==> src/rtl/clk_div_pkg.sv <==
// Shared types and defaults for the divided-clock controller.
package clk_div_pkg;

   localparam int unsigned CNT_W_DEF = 16;

   typedef enum logic [1:0] {
      StIdle,
      StRun,
      StStopPend
   } clk_div_state_e;

endpackage

==> src/rtl/half_period_counter.sv <==
// Half-period counter with active/pending divisor registers and load apply/ack logic.
module half_period_counter
   import clk_div_pkg::*;
#(
   parameter int unsigned CNT_W        = CNT_W_DEF,
   parameter int unsigned DEFAULT_HALF = 4
) (
   input  logic             clk_i,
   input  logic             rst_i,
   input  logic             count_i,
   input  logic             clear_i,
   input  logic             load_i,
   input  logic [CNT_W-1:0] half_period_i,
   output logic             tc_o,
   output logic             load_ack_o,
   output logic             err_o
);

   localparam logic [CNT_W-1:0] One = CNT_W'(1);

   logic [CNT_W-1:0] cnt_q, cnt_d;
   logic [CNT_W-1:0] div_q, div_d;
   logic [CNT_W-1:0] pend_q, pend_d;
   logic             pend_vld_q, pend_vld_d;
   logic             ack_q, ack_d;
   logic             err_q, err_d;
   logic             load_ok;
   logic             tc;

   always_comb begin
      load_ok    = load_i && (half_period_i != '0);
      err_d      = load_i && (half_period_i == '0);
      tc         = count_i && (cnt_q == (div_q - One));
      div_d      = div_q;
      pend_d     = pend_q;
      pend_vld_d = pend_vld_q;
      ack_d      = 1'b0;

      if (!count_i) begin
         // Idle: no half-period in progress, so a new divisor can go live at once.
         if (load_ok) begin
            div_d      = half_period_i;
            pend_vld_d = 1'b0;
            ack_d      = 1'b1;
         end else if (pend_vld_q) begin
            div_d      = pend_q;
            pend_vld_d = 1'b0;
            ack_d      = 1'b1;
         end
      end else begin
         if (tc && pend_vld_q) begin
            div_d      = pend_q;
            pend_vld_d = 1'b0;
            ack_d      = 1'b1;
         end
         if (load_ok) begin
            pend_d     = half_period_i;
            pend_vld_d = 1'b1;
         end
      end

      if (!count_i || clear_i || tc) begin
         cnt_d = '0;
      end else begin
         cnt_d = cnt_q + One;
      end
   end

   always_ff @(posedge clk_i) begin
      if (rst_i) begin
         cnt_q      <= '0;
         div_q      <= CNT_W'(DEFAULT_HALF);
         pend_q     <= '0;
         pend_vld_q <= 1'b0;
         ack_q      <= 1'b0;
         err_q      <= 1'b0;
      end else begin
         cnt_q      <= cnt_d;
         div_q      <= div_d;
         pend_q     <= pend_d;
         pend_vld_q <= pend_vld_d;
         ack_q      <= ack_d;
         err_q      <= err_d;
      end
   end

   assign tc_o       = tc;
   assign load_ack_o = ack_q;
   assign err_o      = err_q;

endmodule

==> src/rtl/clk_div_ctrl.sv <==
// Divided-clock controller: run/stop FSM plus registered level and edge pulses.
// Define CLK_DIV_CTRL_EDGE_CNT_EN to add the 32-bit edge counter and edge_cnt_o.
module clk_div_ctrl
   import clk_div_pkg::*;
#(
   parameter int unsigned CNT_W        = CNT_W_DEF,
   parameter int unsigned DEFAULT_HALF = 4
) (
   input  logic             clk,
   input  logic             rst,
   input  logic             start_i,
   input  logic             stop_i,
   input  logic             load_i,
   input  logic [CNT_W-1:0] half_period_i,
   output logic             busy_o,
   output logic             div_clk_o,
   output logic             rise_o,
   output logic             fall_o,
   output logic             edge_o,
   output logic             load_ack_o,
   output logic             err_o
`ifdef CLK_DIV_CTRL_EDGE_CNT_EN
   ,
   output logic [31:0]      edge_cnt_o
`endif
);

   clk_div_state_e state_q, state_d;
   logic           div_clk_q, div_clk_d;
   logic           rise_q, rise_d;
   logic           fall_q, fall_d;
   logic           edge_q, edge_d;
   logic           toggle;
   logic           tc;

   half_period_counter #(
      .CNT_W        (CNT_W),
      .DEFAULT_HALF (DEFAULT_HALF)
   ) u_counter (
      .clk_i         (clk),
      .rst_i         (rst),
      .count_i       (state_q != StIdle),
      .clear_i       (state_d == StIdle),
      .load_i        (load_i),
      .half_period_i (half_period_i),
      .tc_o          (tc),
      .load_ack_o    (load_ack_o),
      .err_o         (err_o)
   );

   always_comb begin
      state_d = state_q;
      toggle  = 1'b0;
      unique case (state_q)
         StIdle: begin
            if (start_i && !stop_i) state_d = StRun;
         end
         StRun: begin
            if (stop_i) begin
               // Stopping from a low level parks immediately; from high we wait for the fall.
               if (div_clk_q) begin
                  toggle  = tc;
                  state_d = tc ? StIdle : StStopPend;
               end else begin
                  state_d = StIdle;
               end
            end else begin
               toggle = tc;
            end
         end
         StStopPend: begin
            toggle = tc;
            if (start_i) begin
               state_d = StRun;
            end else if (tc) begin
               state_d = StIdle;
            end
         end
         default: state_d = StIdle;
      endcase

      div_clk_d = div_clk_q ^ toggle;
      rise_d    = toggle & ~div_clk_q;
      fall_d    = toggle & div_clk_q;
      edge_d    = toggle;
   end

   always_ff @(posedge clk) begin
      if (rst) begin
         state_q   <= StIdle;
         div_clk_q <= 1'b0;
         rise_q    <= 1'b0;
         fall_q    <= 1'b0;
         edge_q    <= 1'b0;
      end else begin
         state_q   <= state_d;
         div_clk_q <= div_clk_d;
         rise_q    <= rise_d;
         fall_q    <= fall_d;
         edge_q    <= edge_d;
      end
   end

`ifdef CLK_DIV_CTRL_EDGE_CNT_EN
   logic [31:0] edge_cnt_q, edge_cnt_d;

   always_comb begin
      edge_cnt_d = edge_cnt_q + {31'd0, toggle};
   end

   always_ff @(posedge clk) begin
      if (rst) begin
         edge_cnt_q <= '0;
      end else begin
         edge_cnt_q <= edge_cnt_d;
      end
   end

   assign edge_cnt_o = edge_cnt_q;
`endif

   assign busy_o    = (state_q != StIdle);
   assign div_clk_o = div_clk_q;
   assign rise_o    = rise_q;
   assign fall_o    = fall_q;
   assign edge_o    = edge_q;

endmodule

==> config.mk <==
export PLATFORM = sky130hd
export DESIGN_NAME = clk_div_ctrl
export DESIGN_NICKNAME = d
export VERILOG_FILES = /design/src/rtl/clk_div_pkg.sv /design/src/rtl/half_period_counter.sv /design/src/rtl/clk_div_ctrl.sv
export SDC_FILE = /design/constraint.sdc
export NUM_CORES = 1
export LEC_CHECK = 0
export ABC_AREA = 1
export CAP_MARGIN = 20
export CORE_MARGIN = 3
export CORE_UTILIZATION = 50
export CTS_CLUSTER_DIAMETER = 40
export DETAILED_ROUTE_END_ITERATION = 8
export HOLD_SLACK_MARGIN = 0.03
export MAX_ROUTING_LAYER = met4
export PLACE_DENSITY_LB_ADDON = 0.3
export SYNTH_ARGS = -nofsm -noshare
export SYNTH_HDL_FRONTEND = slang
export SYNTH_SLANG_ARGS = --single-unit
==> constraint.sdc <==
create_clock -name clk -period 3.8 [get_ports clk]
set_clock_uncertainty 0.05 [all_clocks]
set_input_delay 1.14 -clock clk [delete_from_list [all_inputs] [get_ports clk]]
set_output_delay 1.14 -clock clk [all_outputs]
set_load 0.005 [all_outputs]
==> impl_metrics.env, run 1 <==
export IMPL_status="finished clean"
export IMPL_power_leakage_nw=1.47
export IMPL_tns_ns=0
export IMPL_area_growth_pct=16.5
export IMPL_dieArea_sq_um=7120
export IMPL_grt_pass1_vias=2632
export IMPL_vdd_ir_drop_worst_v=0.000288
export IMPL_place_congestion=0.848
export IMPL_final_nets=506
export IMPL_cp_required_ns=2.61
export IMPL_post_cts_buffers=0
export IMPL_crit_path_max_fanout=6
export IMPL_vias=2728
export IMPL_synth_net_count=478
export IMPL_cp_common_cell="inv_1"
export IMPL_nFillCells=518
export IMPL_cts_tree="yes"
export IMPL_crit_path_start_kind="flip-flop"
export IMPL_insertion_delay_ns=0.33
export IMPL_dr_pass1_iters=4
export IMPL_antenna_found_initial=0
export IMPL_crit_type="flip-flop to output port"
export IMPL_mappedNetlistArea_sq_um=3070
export IMPL_drtAntennaViolNets=0
export IMPL_timing_final_crit_share_pct=78.6
export IMPL_rsz0062_at_grt="false"
export IMPL_yosys_warnings=0
export IMPL_tightest_slew_ns=0.710
export IMPL_path_clk_slew_ns=0.07
export IMPL_min_path_type="flip-flop to flip-flop"
export IMPL_syn_avg_cell_area_sq_um=6.84
export IMPL_drive_above_1_share_pct=7.88
export IMPL_start_util_pct=53.8
export IMPL_crit_slowest_cell="clkdlybuf4s50_1"
export IMPL_synth_edf_count=0
export IMPL_rows=27
export IMPL_io_pins=28
export IMPL_power_density_nw_per_um2=410
export IMPL_io_buffers=27
export IMPL_die_w_um=84.4
export IMPL_grt_total_usage_pct=19.4
export IMPL_cpPeakStageDelay_ns=0.55
export IMPL_crit_chain="inv_1 -> ha_1 -> inv_1 -> clkdlybuf4s50_1"
export IMPL_maxSlewViolCount=0
export IMPL_cts_root_buf="clkbuf_8"
export IMPL_end_kind="output port"
export IMPL_core_area_sq_um=5710
export IMPL_drtIter0Drc=121
export IMPL_grt_max_degree=33
export IMPL_hpwlAfterDp_um=4530
export IMPL_synth_flop_cell="dfxtp_1"
export IMPL_h_tree_depth=3
export IMPL_whs_ns=0.399
export IMPL_synthDistinctLibCells=27
export IMPL_overflow=0
export IMPL_grt_pass1_wl_um=11100
export IMPL_antennaDiodeCount=0
export IMPL_wl_per_cell_um=11.0
export IMPL_post_cts_resize_count=0
export IMPL_ys_async_sr_fraction_pct=0
export IMPL_cts_buffer_depth=2
export IMPL_wl_um=6090
export IMPL_vias_per_cell=4.92
export IMPL_holdBufCountCts=0
export IMPL_post_route_drc_count=0
export IMPL_clock_fmax_ghz=0.335
export IMPL_synth_seq_cells=57
export IMPL_die_h_um=84.4
export IMPL_max_cap_violations=0
export IMPL_slew_headroom_pct=52.6
export IMPL_finalSetupViolCount=0
export IMPL_timing_final_hold_violations=0
export IMPL_cts_made_buffers=9
export IMPL_synthCells=449
export IMPL_critPathArrivalTime_ns=1.80
export IMPL_yosysSeqAreaShare_pct=37.1
export IMPL_finalCriticalPeriod_ns=2.99
export IMPL_clock_sinks=57
## cell usage after synthesis, types with 2 or more instances
| cell | instances | area (sq um) |
|---|---|---|
| dfxtp_1 | 57 | 1140 |
| buf_2 | 2 | 10.0 |
| nand3_1 | 22 | 110 |
| xor2_1 | 15 | 131 |
| a21oi_1 | 28 | 140 |
| nor4_1 | 4 | 25.0 |
| o21ai_1 | 6 | 30.0 |
| nor2_2 | 14 | 87.6 |
| o21ai_0 | 48 | 240 |
| nand2_1 | 88 | 330 |
| nor2_1 | 55 | 206 |
| nand4_1 | 2 | 12.5 |
| nor3_1 | 5 | 25.0 |
| ha_1 | 8 | 100 |
| inv_1 | 63 | 236 |
| nand2_2 | 2 | 12.5 |
| xnor2_1 | 12 | 105 |
| clkbuf_1 | 9 | 33.8 |
## sequential cells by signal (all words and copies together), names as in the netlist
register / cells
div_clk_o: 1
edge_o: 1
fall_o: 1
rise_o: 1
state_q: 2
u_counter.cnt_q: 16
u_counter.div_q: 16
u_counter.err_o: 1
u_counter.load_ack_o: 1
u_counter.pend_q: 16
u_counter.pend_vld_q: 1
## stage by stage
stage | cells | cell area (sq um) | utilization, % | worst slack (ns) | power (mW)
6_report | 554 | 3580 | 62.7 | 0.812 | 1.47
5_1_grt | 554 | 3580 | 62.7 | 0.656 | 1.55
4_1_cts | 554 | 3580 | 62.7 | 0.811 | 1.48
3_5_place_dp | 538 | 3390 | 59.4 | 0.542 | 0.940
3_3_place_gp | 538 | 3390 | 59.4 | 0.564 | 0.934
2_1_floorplan | 449 | 3070 | - | 1.39 | 0.866
## worst paths after layout
kind / startpoint / to / slack, ns / cells after the start
worst min register to register: u_counter.pend_q[7]$_SDFFE_PP0P_ / u_counter.pend_q[7]$_SDFFE_PP0P_ / 0.40 / 2
worst max-delay path: state_q[0]$_SDFF_PP0_ / busy_o / 0.81 / 4
worst min-delay path: u_counter.pend_q[7]$_SDFFE_PP0P_ / u_counter.pend_q[7]$_SDFFE_PP0P_ / 0.40 / 2
worst max register to register: state_q[0]$_SDFF_PP0_ / u_counter.div_q[0]$_SDFFE_PP0P_ / 1.21 / 15
## power by group
| part | switching [mW] | leakage (nW) | internal [mW] | total [mW] |
|---|---|---|---|---|
| combinational | 0.168 | 0.916 | 0.107 | 0.275 |
| clock | 0.236 | 0.0933 | 0.302 | 0.538 |
| sequential | 0.0245 | 0.465 | 0.632 | 0.656 |
## area by class of cell
| type | count | area, sq um | area share (%) |
|---|---|---|---|
| Multi-Input combinational cell | 316 | 1630 | 45.6 |
| Sequential cell | 57 | 1140 | 31.9 |
| Timing Repair Buffer | 30 | 293 | 8.18 |
| Inverter | 63 | 236 | 6.61 |
| Clock buffer | 11 | 131 | 3.67 |
| Tap cell | 72 | 90.1 | 2.52 |
| Clock inverter | 5 | 56.3 | 1.57 |
## worst max-delay path: cells and delay by family (launching register included)
family	cells	cell delay (ns)
buffers and inverters	3	0.85
DFF	1	0.38
adders and majority gates	1	0.23
## metal layers
metal | global-route usage [%] | part of all wire [%] | vias up
met3 | 5.10 | 4.4 | 12
li1 | - | - | 1473
met1 | 23.2 | 50 | 1179
met5 | - | 0 | -
met2 | 31.8 | 44 | 64
met4 | 6.19 | 1.4 | 0
## cells by family after synthesis
logic type | Yosys count | share of synthesized area (%)
and+or+nand+nor | 196 | 27.8
AOI/OAI and AO/OA | 85 | 14.3
buffers and inverters | 76 | 9.74
DFF | 57 | 37.1
xor gates and xnor gates | 27 | 7.70
adders and majority gates | 8 | 3.26
## cells in the final DEF (no fill, tap or decap), drive strengths merged
master,netlist,layout
clkinvlp,0,1
nand2,91,91
nor3,5,5
nor2,70,70
clkinv,0,3
o21ai,54,54
inv,63,63
bufinv,0,1
a21o,1,1
nor4,5,5
nand4,2,2
buf,4,3
dfxtp,57,57
xnor2,12,12
xor2,15,15
clkdlybuf4s50,0,27
a21oi,29,29
a31oi,1,1
nand3,23,23
ha,8,8
clkbuf,9,11
Power figures use the tool's default switching activity.
==> run 2: changes to the inputs <==
- clock period: 3.8 -> 2.6 ns (I/O delays scaled with it)
==> impl_metrics.env, run 2 (synthesis gave the netlist of run 1 again) <==
export IMPL_multi_input_area_sq_um=1700
export IMPL_vias_per_cell=4.97
export IMPL_status="finished clean"
export IMPL_dp_slack_ns=-0.0880
export IMPL_maxSlewViolCount=0
export IMPL_overflow=0
export IMPL_max_cap_violations=0
export IMPL_fin_area_sq_um=3860
export IMPL_timing_final_crit_share_pct=96.8
export IMPL_grt_pass1_vias=2735
export IMPL_layout_common_cells="86 x nand2_1, 61 x inv_1, 55 x dfxtp_1"
export IMPL_drtIter0Drc=127
export IMPL_grt_total_usage_pct=19.9
export IMPL_nFillCells=500
export IMPL_drive_above_1_share_pct=14.1
export IMPL_end_kind="output port"
export IMPL_power_density_nw_per_um2=599
export IMPL_antenna_found_initial=0
export IMPL_vdd_ir_drop_worst_v=0.000365
export IMPL_rows=27
export IMPL_path_clk_slew_ns=0.06
export IMPL_dp_cells=558
export IMPL_wl_um=6640
export IMPL_grt_pass1_wl_um=11400
export IMPL_power_leakage_nw=1.59
export IMPL_io_buffers=27
export IMPL_grt_max_degree=34
export IMPL_place_congestion=0.802
export IMPL_clock_fmax_ghz=0.397
export IMPL_cts_made_buffers=9
export IMPL_core_area_sq_um=5710
export IMPL_placed_area_sq_um=3570
export IMPL_die_w_um=84.4
export IMPL_post_route_drc_count=0
export IMPL_cts_buffer_depth=2
export IMPL_instances_no_fill=577
export IMPL_seq_area_sq_um=1140
export IMPL_area_growth_pct=25.8
export IMPL_h_tree_depth=3
export IMPL_drtAntennaViolNets=0
export IMPL_reg2reg_from="u_counter.div_q[0]$_SDFFE_PP0P_"
export IMPL_final_common_cell="nand2_1"
export IMPL_tightest_slew_ns=0.545
export IMPL_crit_start="state_q[0]$_SDFF_PP0_"
export IMPL_slew_headroom_pct=63.6
export IMPL_timing_final_hold_violations=0
export IMPL_final_nets=529
export IMPL_cts_tree="yes"
export IMPL_layout_setup_ws_ns=0.0840
export IMPL_dr_pass1_iters=4
export IMPL_crit_type="flip-flop to output port"
export IMPL_total_power_mw=2.31
export IMPL_antennaDiodeCount=0
export IMPL_io_pins=28
export IMPL_worstHoldStart="u_counter.pend_q[15]$_SDFFE_PP0P_"
export IMPL_wl_per_cell_um=11.5
export IMPL_min_path_type="flip-flop to flip-flop"
export IMPL_top_regs="u_counter.cnt_q: 16 flops, u_counter.div_q: 16 flops, u_counter.pend_q: 16 flops"
export IMPL_crit_path_max_fanout=5
export IMPL_holdBufCountCts=0
export IMPL_cp_required_ns=1.77
export IMPL_crit_path_start_kind="flip-flop"
export IMPL_vias=2865
export IMPL_clock_sinks=57
export IMPL_finalCriticalPeriod_ns=2.52
export IMPL_cts_root_buf="clkbuf_8"
export IMPL_insertion_delay_ns=0.34
export IMPL_finalSetupViolCount=0
export IMPL_hpwlAfterDp_um=4680
export IMPL_start_util_pct=53.8
export IMPL_dieArea_sq_um=7120
export IMPL_critPathArrivalTime_ns=1.69
export IMPL_die_h_um=84.4
## run 2: cell types whose count changed in the layout (fill, tap and decap cells not counted), sizes merged
cell,change
nand2,+1
clkinvlp,+1
bufinv,+1
buf,+22
clkinv,-2
## run 2: area by class of cell
class,instances,area share (%)
Inverter,63,6.12
Clock inverter,5,2.07
Clock buffer,11,3.40
Multi-Input combinational cell,317,43.9
Tap cell,72,2.33
Sequential cell,57,29.6
Timing Repair Buffer,52,12.6
## run 2: timing repair
action                                  4_1_cts  5_1_grt
setup buffers                                 0        2
endpoints found under the setup margin        6       37
pin swaps                                     0        2
cloned                                        0        1
resized for setup                             3       13
## run 2: path summary, 6_finish.rpt
| kind | slack [ns] | cells after the start | endpoint |
|---|---|---|---|
| max | 0.08 | 5 | busy_o |
| min | 0.40 | 2 | u_counter.pend_q[15]$_SDFFE_PP0P_ |
| max reg2reg | 0.19 | 17 | u_counter.cnt_q[11]$_SDFF_PP0_ |
| min reg2reg | 0.40 | 2 | u_counter.pend_q[15]$_SDFFE_PP0P_ |
## run 2: per-stage QoR
step | util, % | hold slack (ns) | TNS (ns)
floorplan | - | 0.374 | 0
global placement | 62.5 | 0.382 | -1.49
detailed placement | 62.5 | 0.388 | -0.952
CTS | 66.4 | 0.398 | 0
global route | 67.7 | 0.430 | -0.00180
finish | 67.7 | 0.397 | 0
## run 2: routing by layer
metal | GRT usage, % | vias to the layer above | routed length [um]
met2 | 33.4 | 49 | 3130
met4 | 7.05 | 0 | 137
met3 | 5.20 | 14 | 292
met1 | 23.1 | 1268 | 3080
li1 | - | 1534 | -
met5 | - | - | 0
## run 2: worst max-delay path, cell delays in order, from the launching register on
cell             delay, ns
dfxtp_2               0.36
inv_1                 0.08
ha_2                  0.20
inv_1                 0.08
buf_6                 0.14
clkdlybuf4s50_1       0.50
## run 2: power breakdown
part	switching [mW]	internal, mW	leakage [nW]
Clock	0.352	0.538	0.0995
Combinational	0.267	0.196	1.03
Sequential	0.0368	0.924	0.466
Total	0.656	1.66	1.59
==> run 3: changes to the inputs <==
==> constraint.sdc (replaced) <==
create_clock -name clk -period 2.6 [get_ports clk]
set_clock_uncertainty 0.05 [all_clocks]
set_input_delay 0.52 -clock clk [delete_from_list [all_inputs] [get_ports clk]]
set_output_delay 0.52 -clock clk [all_outputs]
set_load 0.005 [all_outputs]
==> impl_metrics.env, run 3 (synthesis gave the netlist of run 1 again) <==
export IMPL_status="finished clean"
export IMPL_grt_pass1_wl_um=10900
export IMPL_timing_final_hold_violations=0
export IMPL_wl_um=6320
export IMPL_clock_fmax_ghz=0.413
export IMPL_cp_common_cell="nor2_1"
export IMPL_antennaDiodeCount=0
export IMPL_cts_tree="yes"
export IMPL_cts_root_buf="clkbuf_8"
export IMPL_place_congestion=0.860
export IMPL_max_cap_violations=0
export IMPL_min_path_cells=2
export IMPL_cpPeakStageDelay_ns=0.39
export IMPL_min_path_type="flip-flop to flip-flop"
export IMPL_crit_path_start_kind="flip-flop"
export IMPL_post_route_drc_count=0
export IMPL_antenna_found_initial=0
export IMPL_area_growth_pct=22.3
export IMPL_drtAntennaViolNets=0
export IMPL_whs_ns=0.396
export IMPL_layout_common_cells="87 x nand2_1, 61 x inv_1, 57 x dfxtp_1"
export IMPL_swShare_pct=28.9
export IMPL_r2r_cells=15
export IMPL_instances_no_fill=564
export IMPL_timing_final_crit_share_pct=93.2
export IMPL_dp_cells=546
export IMPL_slew_headroom_pct=52.5
export IMPL_core_area_sq_um=5710
export IMPL_final_common_cell="nand2_1"
export IMPL_pwr_share_clk_pct=37.5
export IMPL_top_regs="u_counter.cnt_q: 16 flops, u_counter.div_q: 16 flops, u_counter.pend_q: 16 flops"
export IMPL_vias_per_cell=4.97
export IMPL_crit_type="flip-flop to flip-flop"
export IMPL_clock_sinks=57
export IMPL_io_pins=28
export IMPL_drive_above_1_share_pct=11.2
export IMPL_die_w_um=84.4
export IMPL_start_util_pct=53.8
export IMPL_insertion_delay_ns=0.33
export IMPL_tightest_slew_ns=0.710
export IMPL_maxSlewViolCount=0
export IMPL_rows=27
export IMPL_r2r_setup_slack_ns=0.18
export IMPL_finalSetupViolCount=0
export IMPL_grt_total_usage_pct=19.0
export IMPL_h_tree_depth=3
export IMPL_dieArea_sq_um=7120
export IMPL_r2r_end="u_counter.div_q[3]$_SDFFE_PP0P_"
export IMPL_io_buffers=27
export IMPL_path_clk_slew_ns=0.07
export IMPL_holdBufCountCts=0
export IMPL_die_h_um=84.4
export IMPL_end_kind="flip-flop"
export IMPL_wl_per_cell_um=11.2
export IMPL_combPwrFrac_pct=19.9
export IMPL_reg2reg_from="state_q[1]$_SDFF_PP0_"
export IMPL_grt_pass1_vias=2609
export IMPL_p_seq_share_pct=42.6
export IMPL_vdd_ir_drop_worst_v=0.000373
export IMPL_crit_path_max_fanout=25
export IMPL_switching_power_uw=651
export IMPL_crit_start="state_q[1]$_SDFF_PP0_"
export IMPL_grt_max_degree=33
export IMPL_crit_buf_inv=3
export IMPL_cts_buffer_depth=2
export IMPL_power_density_nw_per_um2=600
export IMPL_finalCriticalPeriod_ns=2.42
export IMPL_vias=2804
export IMPL_path_delay_family="simple AND/OR/NAND/NOR gates"
export IMPL_nFillCells=509
export IMPL_hold_end="u_counter.pend_q[13]$_SDFFE_PP0P_"
export IMPL_cp_required_ns=2.76
export IMPL_crit_slowest_cell="dfxtp_1"
export IMPL_fin_util_pct=65.8
export IMPL_final_nets=516
export IMPL_power_leakage_nw=1.53
export IMPL_crit_chain="inv_1 -> ha_1 -> inv_1 -> nand3_1 -> nor2_1 -> nand3_1 -> nor2_1 -> nand2_1 -> nor2_1 -> nand3_2 -> nand2_2 -> a21oi_4 -> buf_12 -> o21ai_0 -> a21oi_1"
export IMPL_worstHoldStart="u_counter.pend_q[13]$_SDFFE_PP0P_"
export IMPL_critPathArrivalTime_ns=2.58
export IMPL_p_int_mw=1.60
export IMPL_dr_pass1_iters=4
export IMPL_drtIter0Drc=152
export IMPL_hpwlAfterDp_um=4640
export IMPL_cts_made_buffers=9
export IMPL_overflow=0
[run 3: cell types whose count changed in the layout (fill, tap and decap cells not counted), sizes merged]
cell / previous run / this run
buf: 25 / 12
bufinv: 2 / 1
clkbuf: 11 / 12
clkinv: 1 / 2
clkinvlp: 2 / 1
[run 3: area by class of cell]
| cell class | instances | area, sq um | share of cell area, % |
|---|---|---|---|
| clock buffers | 12 | 155 | 4.13 |
| clock inverters | 4 | 51.3 | 1.37 |
| inverters | 63 | 236 | 6.29 |
| multi-input cells | 317 | 1690 | 44.9 |
| flip-flops and latches | 57 | 1140 | 30.4 |
| well taps | 72 | 90.1 | 2.40 |
| repair buffers | 39 | 398 | 10.6 |
[run 3: layer usage]
layer  wire [um]  global-route usage, %  vias up
met5           0                      -        -
li1            -                      -     1496
met2        2930                   29.8       56
met3         292                   5.89        6
met1        3040                   23.3     1246
met4          57                   6.04        0
[run 3: stage by stage]
step / worst slack (ns) / setup TNS (ns) / total power, mW / instance area (sq um)
floorplan: 0.477 / 0 / 1.27 / 3070
global placement: 0.0671 / 0 / 1.39 / 3490
detailed placement: 0.00351 / 0 / 1.40 / 3490
CTS: 0.0405 / 0 / 2.24 / 3700
global route: -0.0156 / -0.105 / 2.39 / 3760
finish: 0.178 / 0 / 2.25 / 3760
[run 3: power by group through the flow]
stage | registers [mW] | logic, mW | clock network (mW)
detailed placement | 0.979 | 0.422 | 0
finish | 0.960 | 0.449 | 0.845
global route | 0.966 | 0.512 | 0.908
floorplan | 0.970 | 0.296 | 0
global placement | 0.978 | 0.410 | 0
CTS | 0.959 | 0.425 | 0.860
[run 3: how the worst max path moves through the flow]
stage | end | slack [ns] | cells past startpoint
after global routing | u_counter.cnt_q[4]$_SDFF_PP0_ | -0.02 | 18
after detailed placement | u_counter.div_q[3]$_SDFFE_PP0P_ | 0.004 | 16
after floorplan | u_counter.cnt_q[13]$_SDFF_PP0_ | 0.48 | 20
final | u_counter.div_q[3]$_SDFFE_PP0P_ | 0.18 | 15
after global placement | u_counter.div_q[9]$_SDFFE_PP0P_ | 0.07 | 9
after CTS | u_counter.div_q[3]$_SDFFE_PP0P_ | 0.04 | 16
[run 3: tightest hold or removal path: stages, from the launching register on]
cell	delay [ns]
dfxtp_1	0.30
inv_1	0.05
a21oi_1	0.05
[run 3: what timing repair did]
item	CTS	global route
cloned	0	1
pin swaps	0	1
buffers inserted	0	1
setup endpoints to repair	1	32
gates resized for setup	1	10
